## src/rtl/fsm_serial_rx_param_if.sv

```systemverilog
// Serial-line receiver bundle: line input in, frame result and error reporting out.
// The receiver takes the slave side; whoever drives the line and watches results takes master.
interface fsm_serial_rx_param_if #(
  parameter int DATA_BITS = 8,
  parameter int ERR_CNT_W = 8
);
  logic                 in;
  logic [DATA_BITS-1:0] out_data;
  logic                 done;
  logic                 parity_err;
  logic                 frame_err;
  logic [ERR_CNT_W-1:0] err_count;

  modport slave (
    input  in,
    output out_data, done, parity_err, frame_err, err_count
  );

  modport master (
    output in,
    input  out_data, done, parity_err, frame_err, err_count
  );
endinterface

```

## src/rtl/fsm_serial_rx_param.sv

```systemverilog
// Parametrised serial-frame receiver (start, DATA_BITS LSB first, optional parity, 1-2 stops), one line bit per clk.
// Result pulses one cycle after the deciding bit is sampled; no backpressure, the line is consumed every cycle.
module fsm_serial_rx_param #(
  parameter int DATA_BITS = 8,
  parameter int PARITY    = 0,
  parameter int STOP_BITS = 1,
  parameter int ERR_CNT_W = 8
) (
  input  logic                 clk,
  input  logic                 reset_n,
  fsm_serial_rx_param_if.slave bus
);

  if (DATA_BITS < 5 || DATA_BITS > 16 || PARITY < 0 || PARITY > 2 ||
      (STOP_BITS != 1 && STOP_BITS != 2)) begin : g_bad_param
    $error("fsm_serial_rx_param: illegal DATA_BITS/PARITY/STOP_BITS combination");
  end

  localparam int                   CNT_W      = $clog2(DATA_BITS);
  localparam logic [CNT_W-1:0]     LAST_BIT   = CNT_W'(DATA_BITS - 1);
  localparam logic                 LAST_STOP  = 1'(STOP_BITS - 1);
  localparam bit                   HAS_PARITY = (PARITY != 0);
  localparam logic                 ODD        = (PARITY == 2);
  localparam logic [ERR_CNT_W-1:0] CNT_MAX    = '1;

  typedef enum logic [2:0] {
    S_IDLE,
    S_DATA,
    S_PARITY,
    S_STOP,
    S_ERR
  } state_t;

  state_t                 state_q, state_nxt;
  logic [CNT_W-1:0]       bit_cnt_q, bit_cnt_nxt;
  logic                   stop_cnt_q, stop_cnt_nxt;
  logic [DATA_BITS-1:0]   shift_q, shift_nxt;
  logic                   par_bad_q, par_bad_nxt;
  logic [DATA_BITS-1:0]   out_data_q, out_data_nxt;
  logic                   done_q, done_nxt;
  logic                   parity_err_q, parity_err_nxt;
  logic                   frame_err_q, frame_err_nxt;
  logic [ERR_CNT_W-1:0]   err_cnt_q, err_cnt_nxt;

  always_ff @(posedge clk or negedge reset_n) begin
    if (!reset_n) begin
      state_q      <= S_IDLE;
      bit_cnt_q    <= '0;
      stop_cnt_q   <= 1'b0;
      shift_q      <= '0;
      par_bad_q    <= 1'b0;
      out_data_q   <= '0;
      done_q       <= 1'b0;
      parity_err_q <= 1'b0;
      frame_err_q  <= 1'b0;
      err_cnt_q    <= '0;
    end else begin
      state_q      <= state_nxt;
      bit_cnt_q    <= bit_cnt_nxt;
      stop_cnt_q   <= stop_cnt_nxt;
      shift_q      <= shift_nxt;
      par_bad_q    <= par_bad_nxt;
      out_data_q   <= out_data_nxt;
      done_q       <= done_nxt;
      parity_err_q <= parity_err_nxt;
      frame_err_q  <= frame_err_nxt;
      err_cnt_q    <= err_cnt_nxt;
    end
  end

  always_comb begin
    state_nxt      = state_q;
    bit_cnt_nxt    = bit_cnt_q;
    stop_cnt_nxt   = stop_cnt_q;
    shift_nxt      = shift_q;
    par_bad_nxt    = par_bad_q;
    out_data_nxt   = out_data_q;
    done_nxt       = 1'b0;
    parity_err_nxt = 1'b0;
    frame_err_nxt  = 1'b0;
    err_cnt_nxt    = err_cnt_q;

    unique case (state_q)
      S_IDLE: begin
        if (!bus.in) begin
          state_nxt   = S_DATA;
          bit_cnt_nxt = '0;
          par_bad_nxt = 1'b0;
        end
      end
      S_DATA: begin
        shift_nxt[bit_cnt_q] = bus.in;
        bit_cnt_nxt          = bit_cnt_q + 1'b1;
        if (bit_cnt_q == LAST_BIT) begin
          bit_cnt_nxt  = '0;
          stop_cnt_nxt = 1'b0;
          state_nxt    = HAS_PARITY ? S_PARITY : S_STOP;
        end
      end
      S_PARITY: begin
        // Even wants data^parity == 0, odd wants 1; ODD flips the sense.
        par_bad_nxt = (^shift_q) ^ bus.in ^ ODD;
        state_nxt   = S_STOP;
      end
      S_STOP: begin
        if (!bus.in) begin
          state_nxt     = S_ERR;
          frame_err_nxt = 1'b1;
        end else if (stop_cnt_q == LAST_STOP) begin
          state_nxt = S_IDLE;
          if (par_bad_q) begin
            parity_err_nxt = 1'b1;
          end else begin
            out_data_nxt = shift_q;
            done_nxt     = 1'b1;
          end
        end else begin
          stop_cnt_nxt = 1'b1;
        end
      end
      S_ERR: begin
        // A held-low line after a framing error must go high before a new start is accepted.
        if (bus.in) state_nxt = S_IDLE;
      end
      default: state_nxt = S_IDLE;
    endcase

    if ((parity_err_nxt || frame_err_nxt) && err_cnt_q != CNT_MAX)
      err_cnt_nxt = err_cnt_q + 1'b1;
  end

  assign bus.out_data   = out_data_q;
  assign bus.done       = done_q;
  assign bus.parity_err = parity_err_q;
  assign bus.frame_err  = frame_err_q;
  assign bus.err_count  = err_cnt_q;

endmodule

```

## src/flat_wrapper.sv

```systemverilog
// flat-port wrapper written by rule: the top's interface ports become plain ports
module fsm_serial_rx_param_flat 
#(
  parameter int DATA_BITS = 8,
  parameter int PARITY    = 0,
  parameter int STOP_BITS = 1,
  parameter int ERR_CNT_W = 8
)
  (clk, reset_n, bus_in, bus_out_data, bus_done, bus_parity_err, bus_frame_err, bus_err_count);
  fsm_serial_rx_param_if #(.DATA_BITS(DATA_BITS), .ERR_CNT_W(ERR_CNT_W)) bus_i ();
  input  logic clk;
  input  logic reset_n;
  input wire logic [$bits(bus_i.in)-1:0] bus_in;
  output wire logic [$bits(bus_i.out_data)-1:0] bus_out_data;
  output wire logic [$bits(bus_i.done)-1:0] bus_done;
  output wire logic [$bits(bus_i.parity_err)-1:0] bus_parity_err;
  output wire logic [$bits(bus_i.frame_err)-1:0] bus_frame_err;
  output wire logic [$bits(bus_i.err_count)-1:0] bus_err_count;
  assign bus_i.in = bus_in;
  assign bus_out_data = bus_i.out_data;
  assign bus_done = bus_i.done;
  assign bus_parity_err = bus_i.parity_err;
  assign bus_frame_err = bus_i.frame_err;
  assign bus_err_count = bus_i.err_count;
  fsm_serial_rx_param #(.DATA_BITS(DATA_BITS), .PARITY(PARITY), .STOP_BITS(STOP_BITS), .ERR_CNT_W(ERR_CNT_W)) u_core (.clk(clk), .reset_n(reset_n), .bus(bus_i));
endmodule
```

## config.mk

```make
export PLATFORM = sky130hd
export DESIGN_NAME = fsm_serial_rx_param_flat
export DESIGN_NICKNAME = d
export VERILOG_FILES = /design/src/rtl/fsm_serial_rx_param_if.sv /design/src/rtl/fsm_serial_rx_param.sv /design/src/flat_wrapper.sv
export SDC_FILE = /design/constraint.sdc
export NUM_CORES = 1
export LEC_CHECK = 0
export CORE_ASPECT_RATIO = 0.6
export CORE_MARGIN = 2
export CORE_UTILIZATION = 48
export CTS_CLUSTER_SIZE = 24
export DETAILED_ROUTE_END_ITERATION = 8
export GPL_ROUTABILITY_DRIVEN = 0
export GPL_TIMING_DRIVEN = 1
export PLACE_DENSITY = 0.74
export SYNTH_ARGS = -nofsm -noshare
export SYNTH_HDL_FRONTEND = slang
export SYNTH_SLANG_ARGS = --single-unit
```

## constraint.sdc

```tcl
create_clock -name clk -period 1.55 [get_ports clk]
set_clock_uncertainty 0.05 [all_clocks]
set_input_delay 0.3875 -clock clk [delete_from_list [all_inputs] [get_ports clk]]
set_output_delay 0.3875 -clock clk [all_outputs]
set_load 0.02 [all_outputs]
```

==> impl_metrics.yaml <==
status:
  outcome: "finished, violations left"
  failed_checks: "negative setup slack"
worst_setup_path:
  arrival_ns: 1.71
  crit_fanout: 4
  critPathSlowestCell: "dfrtp_1"
  critPathRequiredTime_ns: 1.71
  start_kind: "flip-flop"
  path_class: "reg -> reg"
  end_kind: "flip-flop"
  cpLargestDelayFamily: "simple AND/OR/NAND/NOR gates"
  slowest_delay_ns: 0.41
  crit_path_start: "u_core.state_q[2]$_DFFE_PN0P_"
  cp.buffers_inverters: 1
  path_cells: "nand3b_1 -> nand2b_4 -> buf_6 -> nor3_2 -> xor2_1"
  r2r-start: "u_core.state_q[2]$_DFFE_PN0P_"
yosys:
  synth.avg_cell_area_sq_um: 12.6
  yosys_warnings: 0
  ys_ff_latch: 34
  synth-edff-count: 0
  synthArstFlopShare: 1.00
  synthFlopType: "dfrtp_1"
  seq_area_frac_synth: 0.536
  synth_cells: 126
  ys_types: 31
  syn_nets: 132
  syn_area_sq_mm: 0.00159
clock_tree:
  path_clk_slew_ns: 0.07
  cts_tree: "done"
  clk_latency_ns: 0.29
  numCtsBuffers: 5
  cts_num_sinks: 34
  cts.htree.levels: 2
  cts.path.max_buffers: 2
  clock-root-buffer: "clkbuf_8"
  ctsHoldBuffers: 0
floorplan:
  die_area_sq_mm: 0.00380
  chipHeight_um: 48.6
  start_util: 0.496
  dieWidth_um: 78.3
  core_sq_mm: 0.00320
  io_pins: 22
  rows: 16
layout:
  fill_cells: 235
  utilization: 0.680
  drive_above_1_share: 0.428
  layout_common_cells: "32 x dfrtp_1, 17 x buf_4, 16 x dlygate4sd2_1"
  finalNetCount: 178
  diodes: 0
  layout_commonest_cell: "dfrtp_1"
  area_growth_pct: 37.2
route:
  vias: 1077
  drc: 0
  wire_per_inst_um: 15.4
  first_pass_iters: 4
  routed_wl_um: 3350
  first_iter_violations: 95
  ant_nets: 0
  vias_per_cell: 4.94
placed_design:
  io_buffers: 21
  dp_hpwl_um: 2300
  place_ws_ns: -0.349
global_routing:
  overflow: 0
  antenna_found_initial: 0
  track_usage: 0.188
  grt_max_degree: 35
  first_global_vias: 1136
  grt_pass1_wl_um: 5350
sta:
  setup_violations: 3
  slew_viol_final: 0
  finalHoldViolCount: 0
  relSlewSlack: 0.774
  setup_tns_ns: -0.0116
  whs_ns: 0.412
  timing.final.ws_setup_ns: -0.00654
  fmax_ghz: 0.642
  min_period_over_period: 1.00
  fin_crit_ns: 1.56
  rsz0062_at_grt: "true"
  worstMarginPinSlew_ns: 0.336
pwr:
  power.density_mw_per_mm2: 1890
  total_power_mw: 4.11
  power_leakage_nw: 1.04
  irDropWorstVdd_mv: 1.19
flow_run:
  maxCapViolCount: 0
worst_hold_path:
  hold_class: "in -> async"
==> Yosys cell counts (all sizes together), types with 3 or more instances <==
cell	number	area, sq um
nand3	5	30.0
a21oi	3	15.0
ha	3	37.5
mux2	20	240
nand2	11	41.3
nor3	4	25.0
dfrtp	34	851
o21ai	3	15.0
xor2	5	43.8
nand2b	4	32.5
nor2	10	42.5
xnor2	6	52.6
==> power breakdown <==
part | switching (mW) | internal (mW)
logic | 0.875 | 1.13
clock network | 0.307 | 0.311
registers | 0.282 | 1.21
total | 1.46 | 2.65
==> per-stage QoR <==
| stage | cell area (sq um) | instances |
|---|---|---|
| 4_1_cts | 2130 | 218 |
| 6_report | 2180 | 218 |
| 2_1_floorplan | 1610 | 126 |
| 3_5_place_dp | 2020 | 210 |
| 5_1_grt | 2180 | 218 |
| 3_3_place_gp | 2020 | 210 |
==> area by class of cell <==
type	instances	area, sq um	share of cell area
sequential	34	853	0.392
clock buffer	6	72.6	0.0333
multi-input combinational	88	826	0.379
clock inverter	2	10.0	0.00460
timing repair buffer	42	357	0.164
tap	45	56.3	0.0258
inverter	1	3.75	0.00172
==> cell families (layout without fill, tap and decap cells) <==
logic type,count (synthesis),in the layout,share of synthesized area
muxes,20,20,0.151
buffers and inverters,4,51,0.0165
DFF,34,34,0.536
AOI/OAI and AO/OA,10,10,0.0426
and+or+nand+nor,43,43,0.155
xor gates and xnor gates,12,12,0.0749
adders and majority gates,3,3,0.0236
==> sequential cells by signal, indices dropped and copies added, names as in the netlist <==
register               flops
u_core.shift_q             8
u_core.state_q             3
u_core.par_bad_q           1
u_core.bus.out_data        8
u_core.bus.parity_err      1
u_core.bit_cnt_q           3
u_core.bus.err_count       8
u_core.bus.done            1
u_core.bus.frame_err       1
==> repair_timing <==
action                     4_1_cts  5_1_grt
setup endpoints to repair       31       18
setup buffers                    0        0
gates resized for setup         33       20
pin swaps                        3        9
==> worst paths after layout <==
path                                                            end  slack (ns)  depth (start not counted)
worst max register to register  u_core.bus.err_count[4]$_DFFE_PN0P_      -0.007                          5
worst min register to register   u_core.bus.out_data[6]$_DFFE_PN0P_        0.45                          1
min in group clk                 u_core.bus.out_data[6]$_DFFE_PN0P_        0.45                          1
worst max-delay path            u_core.bus.err_count[4]$_DFFE_PN0P_      -0.007                          5
worst min-delay path                  u_core.shift_q[2]$_DFFE_PN0P_        0.41                          2
max in group asynchronous       u_core.bus.err_count[0]$_DFFE_PN0P_        0.85                          2
==> metal layers <==
metal / track usage / wire, um
met2: 0.300 / 1610
met5: 0 / 0
met4: 0.0819 / 67
met1: 0.243 / 1560
met3: 0.0504 / 113
(Power assumes the default switching activity.)
